--- src/rtl/io_map_pkg.sv ---
// Word-offset map (addr[7:2]) for the CPU IO window, shared by the input and output peripherals.
package io_map_pkg;

  localparam logic [5:0] IO_IN0    = 6'h20;
  localparam logic [5:0] IO_IN1    = 6'h21;
  localparam logic [5:0] IO_INSTAT = 6'h22;
  localparam logic [5:0] IO_OUT0   = 6'h2A;

  localparam int IO_DATA_W = 32;

endpackage

--- src/rtl/io_input_debounce.sv ---
// Two-flop synchroniser plus whole-word debounce; update pulses on the edge that loads stable.
module io_input_debounce #(
  parameter int WIDTH           = 32,
  parameter int DEBOUNCE_CYCLES = 16
) (
  input  logic             io_clk,
  input  logic             resetn,
  input  logic [WIDTH-1:0] raw,
  output logic [WIDTH-1:0] stable,
  output logic             update
);

  localparam int              CNT_W    = $clog2(DEBOUNCE_CYCLES + 1);
  localparam logic [CNT_W-1:0] CNT_LAST = CNT_W'(DEBOUNCE_CYCLES - 1);

  logic [WIDTH-1:0] s1;
  logic [WIDTH-1:0] s2;
  logic [CNT_W-1:0] cnt;
  logic             differ;

  assign differ = (s2 != stable);
  assign update = differ && (cnt == CNT_LAST);

  // Any return to the stable value restarts the count, so the counter cannot wrap.
  always_ff @(posedge io_clk or negedge resetn) begin
    if (!resetn) begin
      s1     <= '0;
      s2     <= '0;
      cnt    <= '0;
      stable <= '0;
    end else begin
      s1 <= raw;
      s2 <= s1;
      if (update) begin
        stable <= s2;
        cnt    <= '0;
      end else if (differ) begin
        cnt <= cnt + 1'b1;
      end else begin
        cnt <= '0;
      end
    end
  end

endmodule

--- src/rtl/io_input_port.sv ---
// Memory-mapped input port: two debounced buses plus sticky change flags, read through dataout.
// Optional irq output when IO_INPUT_IRQ_EN is defined.
module io_input_port
  import io_map_pkg::*;
#(
  parameter int DEBOUNCE_CYCLES = 16
) (
  input  logic                 io_clk,
  input  logic                 resetn,
  input  logic [31:0]          addr,
  input  logic                 read_io_enable,
  input  logic [IO_DATA_W-1:0] in_port0,
  input  logic [IO_DATA_W-1:0] in_port1,
  output logic [IO_DATA_W-1:0] dataout
`ifdef IO_INPUT_IRQ_EN
  ,
  output logic                 irq
`endif
);

  logic [IO_DATA_W-1:0] stable0;
  logic [IO_DATA_W-1:0] stable1;
  logic                 upd0;
  logic                 upd1;
  logic [1:0]           chg;
  logic [5:0]           word_off;
  logic                 status_rd;
  logic [IO_DATA_W-1:0] rd_data;
  logic                 unused_addr_bits;

  assign word_off         = addr[7:2];
  assign unused_addr_bits = ^{addr[31:8], addr[1:0]};
  assign status_rd        = read_io_enable && (word_off == IO_INSTAT);

  io_input_debounce #(.WIDTH(IO_DATA_W), .DEBOUNCE_CYCLES(DEBOUNCE_CYCLES)) u_deb0 (
    .io_clk (io_clk),
    .resetn (resetn),
    .raw    (in_port0),
    .stable (stable0),
    .update (upd0)
  );

  io_input_debounce #(.WIDTH(IO_DATA_W), .DEBOUNCE_CYCLES(DEBOUNCE_CYCLES)) u_deb1 (
    .io_clk (io_clk),
    .resetn (resetn),
    .raw    (in_port1),
    .stable (stable1),
    .update (upd1)
  );

  always_comb begin
    rd_data = '0;
    case (word_off)
      IO_IN0:    rd_data = stable0;
      IO_IN1:    rd_data = stable1;
      IO_INSTAT: rd_data = {30'b0, chg};
      default:   rd_data = '0;
    endcase
  end

  // Set beats clear: an update coinciding with a status read stays pending for the next read.
  always_ff @(posedge io_clk or negedge resetn) begin
    if (!resetn) begin
      chg     <= '0;
      dataout <= '0;
    end else begin
      chg <= (chg & ~{2{status_rd}}) | {upd1, upd0};
      if (read_io_enable) begin
        dataout <= rd_data;
      end
    end
  end

`ifdef IO_INPUT_IRQ_EN
  always_ff @(posedge io_clk or negedge resetn) begin
    if (!resetn) begin
      irq <= 1'b0;
    end else begin
      irq <= |chg;
    end
  end
`endif

endmodule

--- config.mk ---
export PLATFORM = sky130hd
export DESIGN_NAME = io_input_port
export DESIGN_NICKNAME = d
export VERILOG_FILES = /design/src/rtl/io_map_pkg.sv /design/src/rtl/io_input_debounce.sv /design/src/rtl/io_input_port.sv
export SDC_FILE = /design/constraint.sdc
export NUM_CORES = 1
export LEC_CHECK = 0
export CORE_AREA = 2 2 139 141
export DETAILED_ROUTE_END_ITERATION = 7
export DIE_AREA = 0 0 141 143
export GPL_TIMING_DRIVEN = 0
export PLACE_DENSITY = 0.68
export SETUP_SLACK_MARGIN = 0.3
export SYNTH_ARGS = -nofsm -noshare
export SYNTH_HDL_FRONTEND = slang
export SYNTH_SLANG_ARGS = --single-unit
--- constraint.sdc ---
create_clock -name io_clk -period 3.6 [get_ports io_clk]
set_input_delay 0.72 -clock io_clk [delete_from_list [all_inputs] [get_ports io_clk]]
set_output_delay 0.72 -clock io_clk [all_outputs]
set_load 0.02 [all_outputs]
==> impl_metrics.tcl, run 1 <==
set metrics [dict create \
    finalHoldViolCount 0 \
    final_common_cell "dfrtp_1" \
    pwr_density_cell_mw_per_mm2 531.2 \
    numClockSinks 236 \
    worstReg2RegStart "u_deb0.stable[8]$_DFFE_PN0P_" \
    arrival_ns 3.16 \
    cts_hold_buf 0 \
    h-tree-depth 1 \
    viasPerCell 5.110 \
    setup_ws_ns 0.8321 \
    met3_usage_pct 3.152 \
    synthTopCellsByArea "dfrtp_1 71%, mux2_2 8.7%, xor2_1 7.0%, a22oi_1 2.7%, o22ai_1 2.4%" \
    crit_path_start_kind "register" \
    track_usage_pct 17.37 \
    crit_path_max_fanout 10 \
    nets 778 \
    period_minus_slack_ns 2.768 \
    overflow 0 \
    num_vias 4732 \
    tightest_slew_ns 0.8341 \
    pwr-share-comb_pct 4.7 \
    fin_area_sq_mm 0.01042 \
    core.rowCount 50 \
    post-synth-top-area-cell "dfrtp_1" \
    grt_use_met2_pct 29.99 \
    cp-end-kind "register" \
    final_core_util_pct 56.05 \
    netSwitchingFraction_pct 21.12 \
    status "finished, final reports clean" \
    drt_iter0_drc 223 \
    postRouteAntennaNets 0 \
    synth_seq_cells 236 \
    routabilityCongestion 0.7919 \
    finalSetupViolCount 0 \
    clock_latency_ns 0.53 \
    rr_endpoint "u_deb0.stable[8]$_DFFE_PN0P_" \
    intPower_mw 4.364 \
    fin_tns_setup_ns 0 \
    reg2reg_setup_slack_ns 0.83 \
    most-common-layout-cells "236 x dfrtp_1, 102 x clkdlybuf4s50_1, 66 x xor2_1, 64 x mux2_2, 36 x inv_1" \
    cp.required_ns 3.99 \
    busiest_layer "met2" \
    maxSlewHeadroom_pct 43.88 \
    p_seq_share_pct 51.3 \
    cts_made_buffers 25 \
    clockPowerShare_pct 44.0 \
    cts.clk_slew.worst_paths_ns 0.06 \
    antenna_found_initial 0 \
    synthesis.area_sq_mm 0.008274 \
    seq_area_frac_synth_pct 71.37 \
    netSwitchingPower_mw 1.168 \
    start_util_pct 44.53 \
    clock_path_buffers 3 \
    slew_violations 0 \
    yosysTopAreaCellShare_pct 71.37 \
    ir_worst_vdd_mv 0.3961 \
    die_h_um 143 \
    worstHoldPathType "input port to async pin" \
    rsz0062_at_grt "false" \
    syn-num-nets 647 \
    grt_pass1_wl_um 26920 \
    post-route-period-util_pct 76.89 \
    wl_um 17070 \
    avgSynthCellArea_sq_um 15.21 \
    cts_resized 0 \
    dpl_cell_area_sq_mm 0.009630 \
    die_x_um 141 \
    cts_tree "yes" \
    reg2regPathDepth 6 \
    core_sq_mm 0.01858 \
    portBuffers 103 \
    synthCells 544 \
    ys_types 26 \
    first_pass_iters 4 \
    grt_pass1_vias 5087 \
    dp_hpwl_um 11590 \
    wl_per_cell_um 18.43 \
    grt_max_degree 128 \
    area_growth_syn_to_layout_pct 25.87 \
    fin_skew_ns 0.02028 \
    fmax_ghz 0.3613 \
    antenna_cells 0 \
    cap_violations 0 \
    drc 0 \
    dieArea_sq_mm 0.02016 \
    met1_usage_pct 22.21 \
    ioPinCount 131 \
    place_ws_ns 0.6298 \
    cts_root_buf "clkbuf_16" \
    layout-drive-gt1-share_pct 16.47 \
    power_leakage_nw 4.439 \
    critPathKind "register to register" \
    postCtsSetupBuffers 0 \
    yosysWarnings 0 \
]
-- power groups by stage --
stage               Clock (mW)  Combinational (mW)  Sequential [mW]
finish                    2.43               0.259             2.84
global route              2.61               0.287             2.85
CTS                       2.50               0.267             2.84
detailed placement           0               0.264             2.89
global placement             0               0.253             2.88
floorplan                    0              0.0967             2.86
-- synthesized netlist by cell type --
cell type,n
buf_6,6
ha_1,4
o21ai_2,2
nand4_1,4
nor2_1,12
inv_1,36
mux2_2,64
buf_1,2
nor4b_2,1
nor4_1,16
nor2b_1,1
nor3b_1,1
o22ai_1,32
nand2_1,5
nand3_1,4
o21bai_1,2
dfrtp_1,236
and3_1,2
buf_2,3
clkbuf_1,8
mux2i_1,2
xor2_1,66
a21oi_1,2
and3b_1,1
a22oi_1,30
xnor2_1,2
-- kinds of logic (layout without fill, tap and decap cells) --
kind of cell	count (synthesis)	in the layout	share of synthesized area (%)
DFF	236	236	71.37
AOI/OAI and AO/OA	68	68	5.656
xor gates and xnor gates	68	68	7.198
muxes	66	66	8.952
buffers and inverters	55	203	3.085
and+or+nand+nor	47	47	3.130
adders and majority gates	4	4	0.6049
-- metrics by stage --
stage	power [mW]	hold slack (ns)	cells
floorplan	2.961	0.3312	544
global placement	3.138	0.3367	881
detailed placement	3.152	0.3347	882
CTS	5.607	0.2862	926
global route	5.748	0.3404	926
finish	5.533	0.2661	926
-- metal layers --
metal  vias up  wire, um
li1       2137         -
met1      2412      7018
met2       141      8534
met3        42       998
met4         0       516
met5         -         0
-- state kept, by name (all words and copies together), names as in the netlist --
register,flops
u_deb1.s2,32
u_deb0.s2,32
u_deb1.stable,32
u_deb1.s1,32
dataout,32
u_deb1.cnt,5
chg,2
u_deb0.cnt,5
u_deb0.s1,32
u_deb0.stable,32
-- worst max path at each step --
stage,from,endpoint,cells past startpoint,slack (ns)
after detailed placement,addr[6],dataout[19]$_DFFE_PN0P_,6,0.63
after global routing,u_deb0.stable[8]$_DFFE_PN0P_,u_deb0.stable[5]$_DFFE_PN0P_,6,0.71
final,u_deb0.stable[8]$_DFFE_PN0P_,u_deb0.stable[8]$_DFFE_PN0P_,6,0.83
after floorplan,u_deb0.stable[23]$_DFFE_PN0P_,u_deb0.stable[10]$_DFFE_PN0P_,6,1.72
after CTS,u_deb0.stable[23]$_DFFE_PN0P_,u_deb0.stable[8]$_DFFE_PN0P_,6,0.85
after global placement,resetn,u_deb1.s1[20]$_DFF_PN0_,1,-7.41
-- layout make-up --
cell class / count / area, sq um
buffer: 19 / 120.1
clock buffer: 35 / 683.2
clock inverter: 9 / 101.3
fill: 1447 / 8165
inverter: 36 / 135.1
multi-input combinational: 253 / 2113
sequential: 236 / 5906
tap: 234 / 292.8
timing repair buffer: 104 / 1064
-- critical path, stage by stage, from the launching register on --
cell and delay, ns:
dfrtp_1 0.41, xor2_1 0.17, nor4_1 0.72, nand4_1 0.27
o21ai_2 0.47, buf_6 0.25, mux2_2 0.35
No activity file was read; power rests on OpenSTA's default activity.
==> run 2: changes to the inputs <==
==> constraint.sdc (replaced) <==
create_clock -name io_clk -period 2.6 [get_ports io_clk]
set_input_delay 0.52 -clock io_clk [delete_from_list [all_inputs] [get_ports io_clk]]
set_output_delay 0.52 -clock io_clk [all_outputs]
set_load 0.02 [all_outputs]
==> impl_metrics.tcl, run 2 (synthesis gave the netlist of run 1 again) <==
set metrics [dict create \
    drc 0 \
    cp-end-kind "register" \
    fin_skew_ns 0.01785 \
    grt_pass1_vias 5102 \
    num_vias 4807 \
    cts_root_buf "clkbuf_16" \
    fin_area_sq_mm 0.01068 \
    clock_latency_ns 0.53 \
    first_pass_iters 4 \
    drt_iter0_drc 249 \
    whs_ns 0.06507 \
    clock_path_buffers 3 \
    die_h_um 143 \
    slew_violations 0 \
    critPathKind "register to register" \
    cts_made_buffers 25 \
    final_common_cell "dfrtp_1" \
    crit_path_start_kind "register" \
    post-route-period-util_pct 88.49 \
    fin_tns_setup_ns 0 \
    ioPinCount 131 \
    ir_worst_vdd_mv 0.5478 \
    worstHoldPathType "input port to async pin" \
    grt_pass1_wl_um 27080 \
    fmax_ghz 0.4347 \
    cts_hold_buf 0 \
    dieArea_sq_mm 0.02016 \
    track_usage_pct 17.49 \
    core.rowCount 50 \
    portBuffers 103 \
    wl_um 17490 \
    viasPerCell 5.119 \
    setup_ws_ns 0.2993 \
    arrival_ns 2.69 \
    dpl_cell_area_sq_mm 0.009630 \
    rsz0062_at_grt "true" \
    numClockSinks 236 \
    nets 791 \
    antenna_cells 0 \
    postRouteAntennaNets 0 \
    grt_max_degree 128 \
    start_util_pct 44.53 \
    layout-drive-gt1-share_pct 20.00 \
    power_leakage_nw 4.539 \
    crit_path_max_fanout 10 \
    cts.clk_slew.worst_paths_ns 0.06 \
    area_growth_syn_to_layout_pct 29.03 \
    regArea_sq_mm 0.005906 \
    die_x_um 141 \
    finalHoldViolCount 0 \
    pwr_density_cell_mw_per_mm2 721.3 \
    final_core_util_pct 57.46 \
    cts_tree "yes" \
    period_minus_slack_ns 2.301 \
    multi_input_area_sq_mm 0.002221 \
    h-tree-depth 1 \
    num-fill-cells 1415 \
    core_sq_mm 0.01858 \
    routabilityCongestion 0.7919 \
    finalSetupViolCount 0 \
    status "finished, final reports clean" \
    cp.required_ns 2.99 \
    reg2reg_setup_slack_ns 0.30 \
    wl_per_cell_um 18.63 \
    dp_hpwl_um 11590 \
    overflow 0 \
    tightest_slew_ns 0.7800 \
    cap_violations 0 \
    antenna_found_initial 0 \
    maxSlewHeadroom_pct 48.00 \
    place_ws_ns -0.1702 \
    most-common-layout-cells "236 x dfrtp_1, 102 x clkdlybuf4s50_1, 66 x xor2_1, 64 x mux2_2, 36 x inv_1" \
]
[run 2: cell types whose count changed in the layout (fill, tap and decap cells not counted), sizes merged]
cell / delta
buf: +11
clkbuf: +2
[run 2: layout make-up]
class                           instances  area share [%]
Multi-Input combinational cell        253           20.80
Clock buffer                           35           6.399
Tap cell                              234           2.742
Timing Repair Buffer                  117           11.20
Sequential cell                       236           55.31
Buffer                                 19           1.324
Inverter                               36           1.266
Clock inverter                          9          0.9493
[run 2: worst paths after layout]
path / start / end / cells after the start
setup / recovery: u_deb0.stable[23]$_DFFE_PN0P_ / u_deb0.stable[6]$_DFFE_PN0P_ / 7
hold / removal: resetn / u_deb0.s1[25]$_DFF_PN0_ / 1
setup reg to reg: u_deb0.stable[23]$_DFFE_PN0P_ / u_deb0.stable[6]$_DFFE_PN0P_ / 7
hold reg to reg: u_deb0.s1[14]$_DFF_PN0_ / u_deb0.s2[14]$_DFF_PN0_ / 0
max in group asynchronous: resetn / u_deb0.stable[17]$_DFFE_PN0P_ / 2
min in group io_clk: u_deb0.s1[14]$_DFF_PN0_ / u_deb0.s2[14]$_DFF_PN0_ / 0
[run 2: what timing repair did]
| item | CTS | global route |
|---|---|---|
| pin swaps | 2 | 9 |
| hold endpoints to repair | 0 | 0 |
| endpoints found under the setup margin | 65 | 67 |
| gates cloned | 0 | 2 |
| gates resized for setup | 14 | 11 |
| buffers inserted | 3 | 8 |
[run 2: per-stage QoR]
step	total power, mW	instances
after floorplan	4.099	544
after global placement	4.345	881
final	7.701	939
after detailed placement	4.364	882
after CTS	7.783	929
after global routing	7.984	939
[run 2: worst max-delay path, stage by stage, from the launching register on]
cell	delay [ns]
dfrtp_1	0.40
xor2_1	0.19
nor4_4	0.42
nand4_1	0.26
o21ai_4	0.20
buf_4	0.17
buf_8	0.17
mux2_2	0.35
[run 2: metal layers]
| metal | vias to the layer above | wire, um | global-route usage (%) |
|---|---|---|---|
| met4 | 0 | 594 | 6.263 |
| met1 | 2435 | 7158 | 22.24 |
| met2 | 162 | 8672 | 30.24 |
| met5 | - | 0 | 0 |
| li1 | 2161 | - | - |
| met3 | 49 | 1068 | 3.286 |
[run 2: power breakdown]
part           switching (mW)  internal (mW)  leakage [nW]  total [mW]
combinational           0.188          0.196          1.31       0.384
sequential              0.105           3.83          2.84        3.93
clock                    1.36           2.03         0.384        3.38
==> run 3: changes to the inputs <==
--- a/config.mk
+++ b/config.mk
@@ -11,6 +11,8 @@
 export GPL_TIMING_DRIVEN = 0
 export PLACE_DENSITY = 0.68
 export SETUP_SLACK_MARGIN = 0.3
+export SLEW_MARGIN = 20
 export SYNTH_ARGS = -nofsm -noshare
 export SYNTH_HDL_FRONTEND = slang
 export SYNTH_SLANG_ARGS = --single-unit
+export TNS_END_PERCENT = 10
==> impl_metrics.tcl, run 3 (synthesis gave the netlist of run 1 again) <==
set metrics [dict create \
    status "finished, final reports clean" \
    finalSetupViolCount 0 \
    core.rowCount 50 \
    clock_path_buffers 3 \
    rsz0062_at_grt "true" \
    slew_violations 0 \
    cts_made_buffers 24 \
    drc 0 \
    cts_tree "yes" \
    fin_area_sq_mm 0.01077 \
    whs_ns 0.3440 \
    portBuffers 103 \
    start_util_pct 44.53 \
    ioPinCount 131 \
    core_sq_mm 0.01858 \
    dpl_cell_area_sq_mm 0.009686 \
    numClockSinks 236 \
    drt_iter0_drc 235 \
    fin_cells 937 \
    total_power_mw 7.870 \
    worstReg2RegStart "u_deb1.stable[23]$_DFFE_PN0P_" \
    h-tree-depth 1 \
    layout-drive-gt1-share_pct 20.20 \
    setup_ws_ns 0.2982 \
    postRouteAntennaNets 0 \
    fmax_ghz 0.4344 \
    cts.clk_slew.worst_paths_ns 0.06 \
    finalHoldViolCount 0 \
    pwr_density_cell_mw_per_mm2 730.8 \
    antenna_found_initial 0 \
    grt_pass1_vias 5219 \
    cp-end-kind "register" \
    place_ws_ns -0.1764 \
    wl_per_cell_um 19.10 \
    crit_path_max_fanout 10 \
    tightest_slew_ns 0.7351 \
    viasPerCell 5.096 \
    num_vias 4775 \
    maxSlewHeadroom_pct 51.00 \
    fin_skew_ns 0.01126 \
    wl_um 17900 \
    min_from "u_deb1.s1[10]$_DFF_PN0_" \
    post-route-period-util_pct 88.53 \
    area_growth_syn_to_layout_pct 30.15 \
    grt_pass1_wl_um 27630 \
    nets 792 \
    clock_latency_ns 0.51 \
    overflow 0 \
    die_x_um 141 \
    most-common-layout-cells "236 x dfrtp_1, 102 x clkdlybuf4s50_1, 65 x xor2_1, 64 x mux2_2, 36 x inv_1" \
    grt_max_degree 66 \
    period_minus_slack_ns 2.302 \
    routabilityCongestion 0.7919 \
    final_common_cell "dfrtp_1" \
    antenna_cells 0 \
    fin_tns_setup_ns 0 \
    cap_violations 0 \
    dieArea_sq_mm 0.02016 \
    die_h_um 143 \
    ir_worst_vdd_mv 0.4377 \
    cp.required_ns 3.00 \
    first_pass_iters 4 \
    arrival_ns 2.70 \
    power_leakage_nw 4.573 \
    crit_path_start_kind "register" \
    track_usage_pct 17.89 \
    final_core_util_pct 57.96 \
    worstHoldPathType "register to register" \
    crit_path_start "u_deb1.stable[23]$_DFFE_PN0P_" \
    cts_root_buf "clkbuf_16" \
    dp.cells 884 \
    critPathKind "register to register" \
    dp_hpwl_um 11870 \
]
-- run 3: area by class of cell --
cell class                 instances  area [sq um]
buffer                            19         137.6
clock buffer                      30         664.4
clock inverter                    10         157.7
fill                            1417          7811
inverter                          36         135.1
multi-input combinational        253          2222
sequential                       236          5906
tap                              234         292.8
timing repair buffer             119          1254
-- run 3: worst max-delay path, stage by stage, from the launching register on --
cell and delay (ns):
dfrtp_1 0.40, xor2_1 0.19, nor4_2 0.41, nand4_1 0.24
o21ai_4 0.35, buf_6 0.22, mux2_2 0.36
-- run 3: path summary, 6_finish.rpt --
path	endpoint	slack, ns	depth (start not counted)
min reg2reg	u_deb1.s2[10]$_DFF_PN0_	0.34	0
min	u_deb1.s2[10]$_DFF_PN0_	0.34	0
max in group asynchronous	u_deb1.stable[13]$_DFFE_PN0P_	0.81	5
max reg2reg	u_deb1.stable[25]$_DFFE_PN0P_	0.30	6
max	u_deb1.stable[25]$_DFFE_PN0P_	0.30	6
min in group asynchronous	u_deb0.stable[22]$_DFFE_PN0P_	0.50	2
-- run 3: power by group --
| part | internal [mW] | switching, mW |
|---|---|---|
| Clock | 2.20 | 1.34 |
| Sequential | 3.83 | 0.107 |
| Combinational | 0.206 | 0.191 |
-- run 3: what timing repair did --
action,in CTS,in global routing
pin swaps,1,8
endpoints found under the setup margin,65,73
gates resized for setup,13,9
setup buffers,3,7
hold buffers,1,0
endpoints found under the hold margin,54,0
gates cloned,0,2
-- run 3: layer usage --
metal | GRT usage (%) | wire length [um] | vias to the layer above
li1 | - | - | 2149
met1 | 22.56 | 7353 | 2451
met2 | 30.86 | 9242 | 135
met3 | 2.951 | 775 | 40
met4 | 7.684 | 525 | 0
met5 | 0 | 0 | -
